--- src/rtl/bram_fetch_sequencer.sv ---
// Four-bank parity-split BRAM read sequencer with 2x2 neighbourhood swizzle and a credit-controlled output FIFO.
// Optional statistics counters are built only when BRAM_FETCH_STATS_EN is defined.
module bram_fetch_sequencer #(
    parameter int ADDR_W     = 12,
    parameter int ROW_W      = 3,
    parameter int PIX_W      = 8,
    parameter int RD_LAT     = 2,
    parameter int FIFO_DEPTH = 4
) (
    input  logic                    clk,
    input  logic                    rst_n,
    input  logic                    enable,
    output logic                    idle,
    input  logic                    in_valid,
    output logic                    in_ready,
    input  logic [ADDR_W-1:0]       addr_oo,
    input  logic [ADDR_W-1:0]       addr_oe,
    input  logic [ADDR_W-1:0]       addr_eo,
    input  logic [ADDR_W-1:0]       addr_ee,
    input  logic [ROW_W-1:0]        row_oo,
    input  logic [ROW_W-1:0]        row_oe,
    input  logic [ROW_W-1:0]        row_eo,
    input  logic [ROW_W-1:0]        row_ee,
    input  logic                    odd_pixel,
    input  logic                    odd_row,
    output logic                    bram_en,
    output logic [ROW_W+ADDR_W-1:0] bram_addr_oo,
    output logic [ROW_W+ADDR_W-1:0] bram_addr_oe,
    output logic [ROW_W+ADDR_W-1:0] bram_addr_eo,
    output logic [ROW_W+ADDR_W-1:0] bram_addr_ee,
    input  logic [PIX_W-1:0]        bram_rdata_oo,
    input  logic [PIX_W-1:0]        bram_rdata_oe,
    input  logic [PIX_W-1:0]        bram_rdata_eo,
    input  logic [PIX_W-1:0]        bram_rdata_ee,
    output logic                    out_valid,
    input  logic                    out_ready,
    output logic [PIX_W-1:0]        out_tl,
    output logic [PIX_W-1:0]        out_tr,
    output logic [PIX_W-1:0]        out_bl,
    output logic [PIX_W-1:0]        out_br,
    output logic [31:0]             stat_fetches,
    output logic [31:0]             stat_stalls
);

    localparam int CNT_W = $clog2(FIFO_DEPTH + 1);
    localparam int PTR_W = (FIFO_DEPTH > 1) ? $clog2(FIFO_DEPTH) : 1;
    localparam int NB_W  = 4 * PIX_W;
    localparam logic [CNT_W-1:0] CNT_ONE = CNT_W'(1);
    localparam logic [CNT_W-1:0] DEPTH_C = CNT_W'(FIFO_DEPTH);
    localparam logic [PTR_W-1:0] PTR_ONE = PTR_W'(1);

    typedef enum logic [1:0] {
        ST_IDLE  = 2'd0,
        ST_RUN   = 2'd1,
        ST_DRAIN = 2'd2
    } state_t;

    state_t            state_r;
    state_t            state_s;
    logic              in_ready_s;
    logic              accept_s;
    logic              fifo_wr_s;
    logic              fifo_pop_s;
    logic [CNT_W-1:0]  outstanding_s;
    logic [CNT_W-1:0]  inflight_r;
    logic [CNT_W-1:0]  inflight_s;
    logic [CNT_W-1:0]  fifo_cnt_r;
    logic [CNT_W-1:0]  fifo_cnt_s;
    logic [PTR_W-1:0]  wr_ptr_r;
    logic [PTR_W-1:0]  rd_ptr_r;
    logic [NB_W-1:0]   fifo_mem_r [FIFO_DEPTH];
    logic [NB_W-1:0]   wr_data_s;
    logic [RD_LAT-1:0] pipe_vld_r;
    logic [RD_LAT-1:0] pipe_odd_pixel_r;
    logic [RD_LAT-1:0] pipe_odd_row_r;

    // Bank indexed by {row parity, column parity}, 1 = odd.
    function automatic logic [PIX_W-1:0] pick_bank(
        input logic             row_odd,
        input logic             col_odd,
        input logic [PIX_W-1:0] oo,
        input logic [PIX_W-1:0] oe,
        input logic [PIX_W-1:0] eo,
        input logic [PIX_W-1:0] ee
    );
        logic [PIX_W-1:0] pix;
        case ({row_odd, col_odd})
            2'b11:   pix = oo;
            2'b10:   pix = oe;
            2'b01:   pix = eo;
            2'b00:   pix = ee;
            default: pix = {PIX_W{1'b0}};
        endcase
        return pix;
    endfunction

    assign bram_addr_oo  = {row_oo, addr_oo};
    assign bram_addr_oe  = {row_oe, addr_oe};
    assign bram_addr_eo  = {row_eo, addr_eo};
    assign bram_addr_ee  = {row_ee, addr_ee};
    assign outstanding_s = inflight_r + fifo_cnt_r;
    assign accept_s      = in_valid && in_ready_s;
    assign fifo_wr_s     = pipe_vld_r[RD_LAT-1];
    assign fifo_pop_s    = out_valid && out_ready;
    assign bram_en       = accept_s;
    assign in_ready      = in_ready_s;
    assign idle          = (state_r == ST_IDLE);
    assign out_valid     = (fifo_cnt_r != {CNT_W{1'b0}});
    assign {out_tl, out_tr, out_bl, out_br} = fifo_mem_r[rd_ptr_r];

    // State register
    always_ff @(posedge clk or negedge rst_n) begin
        if (!rst_n) begin
            state_r <= ST_IDLE;
        end else begin
            state_r <= state_s;
        end
    end

    // Next-state and accept gating; enable wins over draining to idle
    always_comb begin
        state_s    = state_r;
        in_ready_s = 1'b0;
        case (state_r)
            ST_IDLE: begin
                if (enable) state_s = ST_RUN;
                else        state_s = ST_IDLE;
            end
            ST_RUN: begin
                in_ready_s = enable && (outstanding_s < DEPTH_C);
                if (!enable) state_s = ST_DRAIN;
                else         state_s = ST_RUN;
            end
            ST_DRAIN: begin
                if (enable)                                 state_s = ST_RUN;
                else if (outstanding_s == {CNT_W{1'b0}})    state_s = ST_IDLE;
                else                                        state_s = ST_DRAIN;
            end
            default: begin
                state_s = ST_IDLE;
            end
        endcase
    end

    // Read-latency pipeline carrying validity and source parity alongside each read
    always_ff @(posedge clk or negedge rst_n) begin
        if (!rst_n) begin
            pipe_vld_r       <= {RD_LAT{1'b0}};
            pipe_odd_pixel_r <= {RD_LAT{1'b0}};
            pipe_odd_row_r   <= {RD_LAT{1'b0}};
        end else begin
            pipe_vld_r[0]       <= accept_s;
            pipe_odd_pixel_r[0] <= odd_pixel;
            pipe_odd_row_r[0]   <= odd_row;
            for (int k = 1; k < RD_LAT; k++) begin
                pipe_vld_r[k]       <= pipe_vld_r[k-1];
                pipe_odd_pixel_r[k] <= pipe_odd_pixel_r[k-1];
                pipe_odd_row_r[k]   <= pipe_odd_row_r[k-1];
            end
        end
    end

    // Swizzle returning bank data into tl/tr/bl/br; top row parity = odd_row, left column parity = odd_pixel
    always_comb begin
        logic op_s;
        logic or_s;
        op_s = pipe_odd_pixel_r[RD_LAT-1];
        or_s = pipe_odd_row_r[RD_LAT-1];
        wr_data_s = {
            pick_bank( or_s,  op_s, bram_rdata_oo, bram_rdata_oe, bram_rdata_eo, bram_rdata_ee),
            pick_bank( or_s, !op_s, bram_rdata_oo, bram_rdata_oe, bram_rdata_eo, bram_rdata_ee),
            pick_bank(!or_s,  op_s, bram_rdata_oo, bram_rdata_oe, bram_rdata_eo, bram_rdata_ee),
            pick_bank(!or_s, !op_s, bram_rdata_oo, bram_rdata_oe, bram_rdata_eo, bram_rdata_ee)
        };
    end

    // Credit bookkeeping: in-flight and FIFO occupancy each move by at most one per cycle
    always_comb begin
        inflight_s = inflight_r;
        fifo_cnt_s = fifo_cnt_r;
        case ({accept_s, fifo_wr_s})
            2'b10:   inflight_s = inflight_r + CNT_ONE;
            2'b01:   inflight_s = inflight_r - CNT_ONE;
            default: inflight_s = inflight_r;
        endcase
        case ({fifo_wr_s, fifo_pop_s})
            2'b10:   fifo_cnt_s = fifo_cnt_r + CNT_ONE;
            2'b01:   fifo_cnt_s = fifo_cnt_r - CNT_ONE;
            default: fifo_cnt_s = fifo_cnt_r;
        endcase
    end

    // Output FIFO storage, pointers and counters
    always_ff @(posedge clk or negedge rst_n) begin
        if (!rst_n) begin
            inflight_r <= {CNT_W{1'b0}};
            fifo_cnt_r <= {CNT_W{1'b0}};
            wr_ptr_r   <= {PTR_W{1'b0}};
            rd_ptr_r   <= {PTR_W{1'b0}};
            for (int i = 0; i < FIFO_DEPTH; i++) begin
                fifo_mem_r[i] <= {NB_W{1'b0}};
            end
        end else begin
            inflight_r <= inflight_s;
            fifo_cnt_r <= fifo_cnt_s;
            if (fifo_wr_s) begin
                fifo_mem_r[wr_ptr_r] <= wr_data_s;
                wr_ptr_r             <= wr_ptr_r + PTR_ONE;
            end
            if (fifo_pop_s) begin
                rd_ptr_r <= rd_ptr_r + PTR_ONE;
            end
        end
    end

`ifdef BRAM_FETCH_STATS_EN
    logic [31:0] stat_fetches_r;
    logic [31:0] stat_stalls_r;

    // Free-running event counters, wrapping at 2^32
    always_ff @(posedge clk or negedge rst_n) begin
        if (!rst_n) begin
            stat_fetches_r <= 32'd0;
            stat_stalls_r  <= 32'd0;
        end else begin
            if (accept_s) stat_fetches_r <= stat_fetches_r + 32'd1;
            if (out_valid && !out_ready) stat_stalls_r <= stat_stalls_r + 32'd1;
        end
    end

    assign stat_fetches = stat_fetches_r;
    assign stat_stalls  = stat_stalls_r;
`else
    assign stat_fetches = 32'd0;
    assign stat_stalls  = 32'd0;
`endif

endmodule

--- config.mk ---
export PLATFORM = sky130hd
export DESIGN_NAME = bram_fetch_sequencer
export DESIGN_NICKNAME = d
export VERILOG_FILES = /design/src/rtl/bram_fetch_sequencer.sv
export SDC_FILE = /design/constraint.sdc
export NUM_CORES = 1
export LEC_CHECK = 0
export ABC_AREA = 1
export BUFFER_PORTS_ARGS = -buffer_cell sky130_fd_sc_hd__clkbuf_2
export CAP_MARGIN = 20
export CORE_UTILIZATION = 42
export DETAILED_ROUTE_END_ITERATION = 7
export PLACE_DENSITY = 0.69
export SLEW_MARGIN = 5
export SYNTH_ARGS = -nofsm -noshare
export SYNTH_HDL_FRONTEND = slang
export SYNTH_SLANG_ARGS = --single-unit
--- constraint.sdc ---
create_clock -name clk -period 2.9 [get_ports clk]
set_input_delay 0.435 -clock clk [delete_from_list [all_inputs] [get_ports clk]]
set_output_delay 0.435 -clock clk [all_outputs]
set_load 0.05 [all_outputs]
# Word-level counts from Yosys, hierarchy flattened
# Cells that the tools add are included.
dict set report totals {
  register_bits 146
  in_bits 99
  word_cells 76
}
dict set report op_classes {
  addsub 7
  magnitude_cmp 4
  eq_ne 18
  muxes 18
  bitwise_logic 2
  n_reduce_logical 15
}
# operator count
set op_table {}
lappend op_table {{$bwmux 128} 1}
lappend op_table {{$pmux 8 s4} 4}
lappend op_table {{$mux 32} 3}
lappend op_table {{$bmux 32 s2} 1}
lappend op_table {{$demux 32 s2} 1}
lappend op_table {{$eq 2x2->1 const B} 11}
lappend op_table {{$eq 2x1->1 const B} 7}
lappend op_table {{$pmux 3 s2} 2}
lappend op_table {{$logic_not 2->1} 5}
lappend op_table {{$add 3x1->3 const B} 2}
lappend op_table {{$ge 3x3->1 const B} 2}
lappend op_table {{$mux 2} 3}
lappend op_table {{$not 2->3} 2}
lappend op_table {{$pmux 2 s3} 1}
lappend op_table {{$sub 3x1->3 const B} 2}
lappend op_table {{$add 2x1->2 const B} 2}
lappend op_table {{$logic_and 1x1->1} 4}
lappend op_table {{$reduce_bool 2->1} 2}
lappend op_table {{$add 3x3->3} 1}
lappend op_table {{$logic_not 3->1} 1}
lappend op_table {{$lt 3x1->1 const B} 1}
lappend op_table {{$lt 3x3->1 const B} 1}
lappend op_table {{$reduce_bool 3->1} 1}
lappend op_table {{$logic_not 1->1} 2}
lappend op_table {{$mux 1} 2}

# Logic depth before layout (Yosys ltp)
# Gate-level depths: netlist (run 1).
dict set report depth {
  ltp_word 7
  mapped_depth 17
  mapped_depth_nobuf 17
}

# Worst setup path after synthesis (run 1)
# No wires, ideal clock.
dict set report synth_path {
  path_type {register -> register}
  startpoint {register inflight_r[0]}
  endpoint {register inflight_r[1]}
  setup_time_ps 83
  arrival_time_ps 2463
  slack_ps 354
  stages_incl_launch_ff 14
  path_buffers 0
  path_cell_list {dfrtp_1 ha_1 inv_1 fa_1 inv_1 nand2_1 nand3_1 nand3_1 inv_1 nand2_1 ha_1 inv_1 fa_1 o21ai_0}
}
dict set report synth_via {
  elab_chain_cells 7
  elab_cells_between_ends 11
  cone_classes {3 x add/sub; 1 x order compare; 2 x eq/ne; 2 x mux; 3 x reduce/logical}
}
# element line_no
set synth_lines {}
lappend synth_lines {{start: declaration} 65} ;# logic [CNT_W-1:0] inflight_r;
lappend synth_lines {{start signal: assignment} 196} ;# inflight_r <= {CNT_W{1'b0}};
lappend synth_lines {{start signal: assignment} 204} ;# inflight_r <= inflight_s;
lappend synth_lines {{$add 3x3->3 (*)} 101} ;# assign outstanding_s = inflight_r + fifo_cnt_r;
lappend synth_lines {{$lt 3x3->1 (*)} 130} ;# in_ready_s = enable && (outstanding_s < DEPTH_C);
lappend synth_lines {{$logic_and 1x1->1 (*)} 130}
lappend synth_lines {{$mux 1 (*)} 124} ;# case (state_r)
lappend synth_lines {{net in_ready} 15} ;# output logic in_ready,
lappend synth_lines {{$logic_and 1x1->1 (*)} 102} ;# assign accept_s = in_valid && in_ready_s;
lappend synth_lines {{$eq 2x1->1 / $eq 2x2->1 (equally long branches)} 181} ;# case ({accept_s, fifo_wr_s})
lappend synth_lines {{$pmux 3 s2 / $reduce_bool 2->1 (equally long branches)} -}
# The timed path passes the listed nets; every way through them passes the cells marked *.
# A chain may end at the register's enable or synchronous reset.

# Worst setup path in the final report (run 1)
dict set report layout_path {
  startpoint {register inflight_r[0]}
  endpoint {output port bram_en}
}
dict set report layout_via {
  elab_chain_cells 5
}
# element line_no
set layout_lines {}
lappend layout_lines {{$add 3x3->3} 101}
lappend layout_lines {{$lt 3x3->1} 130}
lappend layout_lines {{$logic_and 1x1->1} 130}
lappend layout_lines {{$mux 1} 124}
lappend layout_lines {{$logic_and 1x1->1} 102}
lappend layout_lines {{end: declaration} 26} ;# output logic bram_en,
# Every way passes these cells.

==> results of run 1 <==
==> worst paths after layout <==
check | end | depth (start not counted)
setup / recovery | bram_en | 9
hold / removal | fifo_mem_r[118] | 1
setup reg to reg | inflight_r[2] | 17
hold reg to reg | pipe_odd_pixel_r[1] | 0
max in group asynchronous | fifo_mem_r[5] | 2
min in group clk | pipe_odd_pixel_r[0] | 1
==> Yosys cell counts <==
cell type and number:
nand2_1 332, nand3_1 152, dfrtp_1 146, buf_4 137, nor2_1 71, o21ai_0 71
inv_1 32, o22ai_1 32, o21ai_1 28, clkbuf_1 25, nand3_2 24, buf_2 10
buf_6 9, o21ai_2 8, ha_1 7, nand2_2 5, inv_2 4, nand2_4 4
xor2_1 4, clkinv_2 3, fa_1 3, nor2_4 3, nor3b_1 2, xnor2_1 2
conb_1 1, inv_4 1, nor3_1 1
==> state kept, by name, indices dropped and copies added (netlist names) <==
register and cells:
fifo_mem_r 128, fifo_cnt_r 3, inflight_r 3, pipe_odd_pixel_r 2, pipe_odd_row_r 2, pipe_vld_r 2, rd_ptr_r 2, state_r 2
wr_ptr_r 2
==> layer usage <==
layer,vias up,wire length (um)
met4,0,701
met3,58,1990
met1,3539,9930
met2,348,10600
li1,3448,-
met5,-,0
==> final cells by class <==
cell class	instances	area, um2	area share
Multi-Input combinational cell	813	3850	0.422
Clock buffer	19	443	0.0486
Timing Repair Buffer	93	544	0.0597
Inverter	40	156	0.0171
Sequential cell	146	3650	0.401
Clock inverter	13	136	0.0149
Tap cell	270	338	0.0370
==> per-stage QoR <==
stage	setup slack (ns)	power [mW]	hold WS (ns)	util	std cells
after global routing	0.158	11.3	0.103	0.449	1394
after CTS	0.294	10.7	0.0678	0.449	1394
final	0.310	10.6	0.0452	0.449	1394
after global placement	0.520	8.38	0.333	0.421	1362
after detailed placement	0.416	8.47	0.337	0.421	1362
after floorplan	0.354	7.54	0.139	-	1180
==> logic make-up (layout without fill, tap and decap cells) <==
family / after synthesis / after routing / share of synthesized area
AO/OA/AOI/OAI: 139 / 139 / 0.0880
XOR/XNOR: 6 / 6 / 0.00604
adder cells (fa/ha/maj): 10 / 10 / 0.0170
buffers and inverters: 221 / 165 / 0.164
flip-flops: 146 / 146 / 0.420
other: 1 / 64 / 0.000431
AND/OR/NAND/NOR: 594 / 594 / 0.304
==> critical path, delay by kind of cell, from the launching register on <==
family / cells / cell delay [ns]
flops: 1 / 0.39
simple gates: 4 / 0.39
fa+ha+maj: 2 / 0.53
buf+inv: 3 / 0.40
==> where the power goes <==
group	internal, mW	switching [mW]	leakage [nW]
Combinational	1.32	3.67	2.70
Clock	1.29	0.908	0.275
Sequential	2.96	0.492	1.57
Total	5.56	5.07	4.54
==> results_tabular.tex, run 1 <==
\begin{tabular}{lr}
\hline
Metric & Value \\
\hline
\multicolumn{2}{l}{\textbf{Timing}} \\
Clk\_skew & 0.0113 ns \\
Actual slew at the worst max-slew pin & 0.773 ns \\
Final hold violation count & 0 \\
Sum Neg Setup Slack & 0 ns \\
Max Clock Freq & 0.386 GHz \\
Minimum clock period & 2.59 ns \\
Total count of max-transition violations in the final report & 0 \\
Fin crit share & 0.893 \\
Worst slew margin & 0.485 \\
Final setup fails & 0 \\
Unrepaired setup endpoints after global routing & no \\
\multicolumn{2}{l}{\textbf{Route}} \\
Number of optimization iterations in the first detailed-route pass & 6 \\
Final antenna-violating net count & 0 \\
Routed wirelength normalized by instance count & 16.7 um \\
Number of design rule violations left after detail routing & 0 \\
Number of vias after detailed routing & 7393 \\
Number of violations reported at the end of detailed-routing iteration 0 & 713 \\
Total wire length after detailed routing & 23300 um \\
DR vias/cell & 5.30 \\
\multicolumn{2}{l}{\textbf{Die}} \\
Starting density of the core & 0.428 \\
Die area & 0.0213 mm2 \\
Die Height & 146 um \\
Area of the core & 0.0203 mm2 \\
Number of cell rows & 52 \\
Top Ports & 259 \\
Die Span X & 146 um \\
\multicolumn{2}{l}{\textbf{Clock network}} \\
Buffer count from post-CTS setup fixing & 0 \\
CTS Hold Bufs & 0 \\
Clock slew at the register clock pins of the worst setup and hold paths & 0.07 ns \\
CTS resizes & 0 \\
Clock sink count & 146 \\
Library cell used as clock root buffer & clkbuf\_16 \\
Num CTS Buffers & 17 \\
H-tree depth reported by CTS & 4 \\
TritonCTS clock tree & done \\
Later-pin clock latency in the skew report & 0.44 ns \\
Longest Clk Path Bufs & 2 \\
\multicolumn{2}{l}{\textbf{GRT}} \\
Via count of the first global-routing pass & 6902 \\
First-pass GRT wire length & 36300 um \\
Remaining global-route overflow & 0 \\
Gr usage total & 0.222 \\
Largest net degree at the start of global routing & 76 \\
Antenna violations before repair & 0 \\
Met1 track utilization from global routing & 0.293 \\
Fraction of met3 tracks used by global routing & 0.0455 \\
Layer with the highest usage after global routing & met2 \\
Fraction of met2 tracks used by global routing & 0.349 \\
\multicolumn{2}{l}{\textbf{Logic synthesis}} \\
Post-synth cell types & 27 \\
Seq cells post-synth & 146 \\
Avg Inst Size Synth & 7.79 um2 \\
Total number of yosys warnings & 0 \\
Cell area after synthesis & 0.00870 mm2 \\
Number of cells produced by synthesis & 1117 \\
Synth area leader & dfrtp\_1 \\
Area share of the largest cell type after synthesis & 0.420 \\
Fraction of the yosys area taken by sequential cells & 0.420 \\
Main area contributors after synthesis & dfrtp\_1, nand2\_1, buf\_4 \\
\multicolumn{2}{l}{\textbf{Worst setup path}} \\
Crit. End Element & primary output \\
Largest fanout of any net on the critical path & 3 \\
Path type of the worst setup path & reg2out \\
Endpoint required time on the critical path & 2.47 ns \\
Critical Path Slowest Stage Cell & dfrtp\_1 \\
Data arrival time of the worst path & 2.16 ns \\
Reg2reg start & inflight\_r[0] \\
Cell-by-cell trace of the critical path & ha\_1 -> inv\_1 -> fa\_1 -> inv\_1 -> nand2\_1 -> nand3\_1 -> nand3\_1 -> nor2\_1 -> clkbuf\_2 \\
Largest stage delay on the critical path & 0.39 ns \\
Start point of the critical path & inflight\_r[0] \\
Kind of launch point of the worst setup path & register \\
Register-to-register setup slack & 0.43 ns \\
\multicolumn{2}{l}{\textbf{Pwr}} \\
Worst ir drop on vdd & 0.584 mV \\
Leakage & 4.54 nW \\
P per Cell Area & 1170 mW/mm2 \\
\multicolumn{2}{l}{\textbf{Placement}} \\
Last weighted congestion value of the routability-driven placer & 0.876 \\
Detail Placement HPWL & 14900 um \\
Dpl cell area & 0.00854 mm2 \\
Number of buffers added on ports & 74 \\
\multicolumn{2}{l}{\textbf{Cells and area}} \\
Layout filler cell count & 2010 \\
Layout cell share with drive strength beyond 1 & 0.157 \\
Antenna Diode Count & 0 \\
Highest-count cells in the layout ignoring fill and taps & nand2\_1, nand3\_1, dfrtp\_1 \\
Net total in the final layout & 1220 \\
Post-Layout Inst Area & 0.00912 mm2 \\
Area grow syn2layout & 4.89\% \\
Leading cell type in the layout, fill and taps excluded & nand2\_1 \\
\multicolumn{2}{l}{\textbf{Flow run}} \\
Count of maximum capacitance violations & 0 \\
\multicolumn{2}{l}{\textbf{Min path}} \\
Hold WC Path Type & in2async \\
\multicolumn{2}{l}{\textbf{Outcome}} \\
Run status & finished, final reports clean \\
\hline
\end{tabular}
Power figures use the tool's default switching activity.
==> run 2: changes to the inputs <==
CORE_UTILIZATION = 50   (was 42)
PLACE_DENSITY = 0.8   (was 0.69)
==> run 2 against run 1 <==
Net effect: non-clock buffer count is the same; die area shrank 16%; flip-flop and latch count is the same; setup slack lost 0.031 ns; fmax shrank 1.2%; critical path depth shrank 5; sequential share of layout area grew 0.066 points; hold slack lost 0.014 ns; combinational power is essentially flat; routed wire length shrank 2.8%; cell area shrank 0.16%; final cell count shrank 3.6%; critical endpoint is now out_bl[1]; largest power group unchanged; highest routed layer unchanged.
==> results_tabular.tex, run 2 (synthesis results as in run 1) <==
\begin{tabular}{lr}
\hline
Metric & Value \\
\hline
\multicolumn{2}{l}{\textbf{Placement}} \\
Detail Placement HPWL & 14100 um \\
Cell Count Post-Placement & 1312 \\
Number of buffers added on ports & 74 \\
Last weighted congestion value of the routability-driven placer & 0.937 \\
\multicolumn{2}{l}{\textbf{Die}} \\
Die Height & 134 um \\
Number of cell rows & 47 \\
Top Ports & 259 \\
Area of the core & 0.0168 mm2 \\
Starting density of the core & 0.519 \\
Die area & 0.0179 mm2 \\
Die Span X & 134 um \\
\multicolumn{2}{l}{\textbf{Clock network}} \\
H-tree depth reported by CTS & 4 \\
Library cell used as clock root buffer & clkbuf\_16 \\
Later-pin clock latency in the skew report & 0.43 ns \\
TritonCTS clock tree & done \\
Longest Clk Path Bufs & 2 \\
Clock slew at the register clock pins of the worst setup and hold paths & 0.06 ns \\
Clock sink count & 146 \\
Num CTS Buffers & 17 \\
Buffer count from post-CTS setup fixing & 0 \\
CTS resizes & 0 \\
CTS Hold Bufs & 0 \\
\multicolumn{2}{l}{\textbf{Pwr}} \\
Clock share of power & 0.220 \\
P per Cell Area & 1190 mW/mm2 \\
Leakage & 4.57 nW \\
Sequential Power Share & 0.322 \\
Internal & 5.80 mW \\
Worst ir drop on vdd & 0.664 mV \\
Power, Total & 10.8 mW \\
Power dissipated by switching net loads & 5.03 mW \\
Proportion of power drawn by combinational gates & 0.459 \\
Share of total power consumed by net switching & 0.464 \\
\multicolumn{2}{l}{\textbf{Cells and area}} \\
Layout filler cell count & 1535 \\
Flip-flop count of the largest register after layout & 128 \\
Final Util & 0.543 \\
Area grow syn2layout & 4.72\% \\
Highest-count cells in the layout ignoring fill and taps & nand2\_1, nand3\_1, dfrtp\_1 \\
Layout cell share with drive strength beyond 1 & 0.157 \\
Net total in the final layout & 1220 \\
Largest register by flop count & fifo\_mem\_r \\
Antenna Diode Count & 0 \\
Largest registers & fifo\_mem\_r x128, fifo\_cnt\_r x3, inflight\_r x3 \\
Finished Layout Cells & 1344 \\
Leading cell type in the layout, fill and taps excluded & nand2\_1 \\
\multicolumn{2}{l}{\textbf{Route}} \\
Number of violations reported at the end of detailed-routing iteration 0 & 726 \\
Total wire length after detailed routing & 22600 um \\
Number of design rule violations left after detail routing & 0 \\
DR vias/cell & 5.53 \\
Final antenna-violating net count & 0 \\
Number of optimization iterations in the first detailed-route pass & 8 \\
Routed wirelength normalized by instance count & 16.8 um \\
Number of vias after detailed routing & 7431 \\
\multicolumn{2}{l}{\textbf{Timing}} \\
Minimum clock period & 2.62 ns \\
Sum Neg Setup Slack & 0 ns \\
Final hold violation count & 0 \\
Actual slew at the worst max-slew pin & 0.697 ns \\
Unrepaired setup endpoints after global routing & no \\
Max Clock Freq & 0.382 GHz \\
Worst slew margin & 0.535 \\
Fin crit share & 0.904 \\
Total count of max-transition violations in the final report & 0 \\
Final setup fails & 0 \\
Clk\_skew & 0.00601 ns \\
\multicolumn{2}{l}{\textbf{Min path}} \\
Hold WC Path Type & in2async \\
\multicolumn{2}{l}{\textbf{Worst setup path}} \\
Reg2reg start & inflight\_r[0] \\
Endpoint required time on the critical path & 2.47 ns \\
Kind of launch point of the worst setup path & register \\
Termination of the worst setup path & out\_bl[1] \\
Largest fanout of any net on the critical path & 65 \\
Data arrival time of the worst path & 2.19 ns \\
Start point of the critical path & rd\_ptr\_r[0] \\
Worst reg2reg path depth & 17 \\
RR Endpoint & inflight\_r[2] \\
Crit. End Element & primary output \\
Register-to-register setup slack & 0.44 ns \\
Path type of the worst setup path & reg2out \\
\multicolumn{2}{l}{\textbf{GRT}} \\
Via count of the first global-routing pass & 6838 \\
Gr usage total & 0.259 \\
Largest net degree at the start of global routing & 75 \\
Remaining global-route overflow & 0 \\
Antenna violations before repair & 0 \\
First-pass GRT wire length & 35500 um \\
\multicolumn{2}{l}{\textbf{Flow run}} \\
Count of maximum capacitance violations & 0 \\
\multicolumn{2}{l}{\textbf{Outcome}} \\
Run status & finished, final reports clean \\
\hline
\end{tabular}
[run 2: worst min path at each step]
| stage | to | depth (start not counted) | slack, ns |
|---|---|---|---|
| floorplan | fifo_cnt_r[0] | 0 | 0.14 |
| global placement | pipe_vld_r[1] | 0 | 0.34 |
| detailed placement | pipe_odd_pixel_r[1] | 0 | 0.34 |
| CTS | fifo_mem_r[127] | 1 | 0.06 |
| global route | fifo_mem_r[32] | 1 | 0.08 |
| finish | fifo_mem_r[38] | 1 | 0.03 |
[run 2: cell type report]
class / count / area (um2) / area share
multi-input combinational: 813 / 3850 / 0.423
sequential: 146 / 3650 / 0.401
timing repair buffer: 93 / 532 / 0.0584
clock buffer: 23 / 488 / 0.0536
tap: 220 / 275 / 0.0302
inverter: 40 / 156 / 0.0172
clock inverter: 9 / 151 / 0.0166
[run 2: layer usage]
metal | vias to the layer above | global-route usage | wire [um]
li1 | 3453 | - | -
met1 | 3458 | 0.348 | 9280
met2 | 462 | 0.393 | 10300
met3 | 58 | 0.0680 | 2480
met4 | 0 | 0.118 | 585
met5 | - | 0 | 0
[run 2: power by group through the flow]
stage / registers, mW / logic [mW] / clock network, mW
2_1_floorplan: 3.34 / 4.20 / 0
3_3_place_gp: 3.46 / 4.83 / 0
3_5_place_dp: 3.49 / 4.94 / 0
4_1_cts: 3.47 / 4.97 / 2.40
5_1_grt: 3.58 / 5.37 / 2.50
6_report: 3.48 / 4.97 / 2.38
[run 2: critical path: stages (launching register included)]
cell and delay (ns):
dfrtp_2 0.36, buf_4 0.57, o21ai_0 0.19, o22ai_1 0.29
clkbuf_2 0.33
[run 2: per-stage QoR]
step	hold slack, ns	area, um2	worst slack (ns)
detailed placement	0.342	8470	0.429
global route	0.0787	9110	0.120
global placement	0.335	8470	0.533
finish	0.0314	9110	0.279
floorplan	0.139	8930	0.354
CTS	0.0556	9110	0.278
==> run 3: changes to the inputs <==
--- a/config.mk
+++ b/config.mk
@@ -13,2 +13,3 @@
 export PLACE_DENSITY = 0.8
+export RECOVER_POWER = 100
 export SLEW_MARGIN = 5
==> constraint.sdc (replaced) <==
create_clock -name clk -period 2.9 [get_ports clk]
set_input_delay 0.145 -clock clk [delete_from_list [all_inputs] [get_ports clk]]
set_output_delay 0.145 -clock clk [all_outputs]
set_load 0.05 [all_outputs]
==> run 3 against run 2 <==
Net effect: the run now ends with capacitance limit, slew limit left; hold slack improved by 0.038 ns; cell area is 2.0% lower; power decreased by 4.0%; via count shrank 0.13%; critical endpoint is now out_tr[5]; largest cell class unchanged; highest routed layer unchanged.
==> results_tabular.tex, run 3 (synthesis results as in run 1) <==
\begin{tabular}{lr}
\hline
Metric & Value \\
\hline
\multicolumn{2}{l}{\textbf{Worst setup path}} \\
Path type of the worst setup path & reg2out \\
Worst reg2reg path depth & 5 \\
Crit. End Element & primary output \\
Kind of launch point of the worst setup path & register \\
Data arrival time of the worst path & 2.58 ns \\
Register-to-register setup slack & 0.29 ns \\
Largest fanout of any net on the critical path & 21 \\
Endpoint required time on the critical path & 2.76 ns \\
\multicolumn{2}{l}{\textbf{Min path}} \\
Instance count along the most critical hold path & 3 \\
Hold WC Path Type & in2reg \\
\multicolumn{2}{l}{\textbf{Timing}} \\
Worst slew margin & -0.221 \\
Minimum clock period & 2.73 ns \\
Clk\_skew & 0.0102 ns \\
Hold\_ws & 0.0691 ns \\
Max Clock Freq & 0.367 GHz \\
Final hold violation count & 0 \\
Total count of max-transition violations in the final report & 94 \\
Unrepaired setup endpoints after global routing & no \\
Actual slew at the worst max-slew pin & 1.83 ns \\
Final setup fails & 0 \\
Fin crit share & 0.941 \\
Sum Neg Setup Slack & 0 ns \\
\multicolumn{2}{l}{\textbf{Die}} \\
Number of cell rows & 47 \\
Die Span X & 134 um \\
Die Height & 134 um \\
Die area & 0.0179 mm2 \\
Area of the core & 0.0168 mm2 \\
Top Ports & 259 \\
Starting density of the core & 0.519 \\
\multicolumn{2}{l}{\textbf{GRT}} \\
Gr usage total & 0.261 \\
Antenna violations before repair & 0 \\
First-pass GRT wire length & 35700 um \\
Largest net degree at the start of global routing & 73 \\
Via count of the first global-routing pass & 6824 \\
Remaining global-route overflow & 0 \\
\multicolumn{2}{l}{\textbf{Cells and area}} \\
Leading cell type in the layout, fill and taps excluded & nand2\_1 \\
Flip-flop count of the largest register after layout & 128 \\
Final Util & 0.532 \\
Post-Layout Inst Area & 0.00892 mm2 \\
Area grow syn2layout & 2.58\% \\
Layout cell share with drive strength beyond 1 & 0.110 \\
Highest-count cells in the layout ignoring fill and taps & nand2\_1, nand3\_1, dfrtp\_1 \\
Finished Layout Cells & 1345 \\
Antenna Diode Count & 0 \\
Largest register by flop count & fifo\_mem\_r \\
Layout filler cell count & 1629 \\
Area of combinational cells with multiple inputs & 0.00376 mm2 \\
Area occupied by registers & 0.00365 mm2 \\
Net total in the final layout & 1222 \\
Largest registers & fifo\_mem\_r x128, fifo\_cnt\_r x3, inflight\_r x3 \\
\multicolumn{2}{l}{\textbf{Clock network}} \\
Longest Clk Path Bufs & 2 \\
Library cell used as clock root buffer & clkbuf\_16 \\
Clock slew at the register clock pins of the worst setup and hold paths & 0.05 ns \\
CTS resizes & 0 \\
H-tree depth reported by CTS & 4 \\
Later-pin clock latency in the skew report & 0.42 ns \\
Num CTS Buffers & 17 \\
TritonCTS clock tree & done \\
Clock sink count & 146 \\
\multicolumn{2}{l}{\textbf{Route}} \\
Number of violations reported at the end of detailed-routing iteration 0 & 610 \\
Total wire length after detailed routing & 22700 um \\
Final antenna-violating net count & 0 \\
Number of vias after detailed routing & 7421 \\
Number of optimization iterations in the first detailed-route pass & 5 \\
Routed wirelength normalized by instance count & 16.8 um \\
Number of design rule violations left after detail routing & 0 \\
DR vias/cell & 5.52 \\
\multicolumn{2}{l}{\textbf{Pwr}} \\
Worst ir drop on vdd & 0.751 mV \\
Leakage & 4.42 nW \\
P per Cell Area & 1170 mW/mm2 \\
\multicolumn{2}{l}{\textbf{Outcome}} \\
Run status & finished with violations \\
Failing checks & capacitance limit, slew limit \\
\multicolumn{2}{l}{\textbf{Placement}} \\
Number of buffers added on ports & 74 \\
Last weighted congestion value of the routability-driven placer & 0.906 \\
Cell Count Post-Placement & 1309 \\
Detail Placement HPWL & 14300 um \\
Dpl cell area & 0.00846 mm2 \\
\multicolumn{2}{l}{\textbf{Flow run}} \\
Count of maximum capacitance violations & 2 \\
\hline
\end{tabular}
==> run 3: cell types whose count changed in the layout (fill, tap and decap cells not counted), sizes merged <==
cell         delta
dlygate4sd3     +5
clkbuf          +8
bufinv          -3
clkinvlp        -1
buf             -8
==> run 3: critical path: stages, from the launching register on <==
cell and delay [ns]:
dfrtp_1 0.38, inv_1 0.35, clkbuf_2 0.53, o21ai_0 0.18, o22ai_1 0.21, clkbuf_1 0.50
==> run 3: routing by layer <==
metal  track usage  share of wire  up-vias
met1         0.348           0.41     3496
met2         0.397           0.45      424
li1              -              -     3443
met3        0.0737           0.11       58
met4         0.112          0.029        0
met5             0              0        -
==> run 3: final timing paths <==
kind	start	to
worst max-delay path	rd_ptr_r[1]	out_tr[5]
worst min-delay path	out_ready	rd_ptr_r[0]
worst max register to register	pipe_odd_pixel_r[1]	fifo_mem_r[33]
worst min register to register	pipe_odd_pixel_r[0]	pipe_odd_pixel_r[1]
max in group asynchronous	rst_n	fifo_mem_r[47]
min in group asynchronous	rst_n	wr_ptr_r[1]
==> run 3: final cells by class <==
type / instances / share of cell area
Multi-Input combinational cell: 813 / 0.421
Sequential cell: 146 / 0.410
Timing Repair Buffer: 95 / 0.0583
Clock buffer: 26 / 0.0571
Tap cell: 220 / 0.0309
Inverter: 40 / 0.0173
Clock inverter: 5 / 0.00561
==> run 3: repair_timing <==
| item | in CTS | in global routing |
|---|---|---|
| buffers inserted | 0 | 0 |
| hold buffers | 5 | 0 |
| endpoints found under the hold margin | 74 | 0 |
==> run 3: report_power, final <==
group          switching (mW)  leakage (nW)  internal (mW)
combinational            3.65          2.57           1.20
clock                   0.802         0.280           1.28
sequential              0.500          1.57           2.96
==> run 3: metrics by stage <==
stage / worst slack, ns / power [mW]
after floorplan: 0.354 / 7.54
after global placement: 0.545 / 8.28
after detailed placement: 0.456 / 8.41
after CTS: 0.458 / 10.5
after global routing: 0.124 / 11.1
final: 0.172 / 10.4
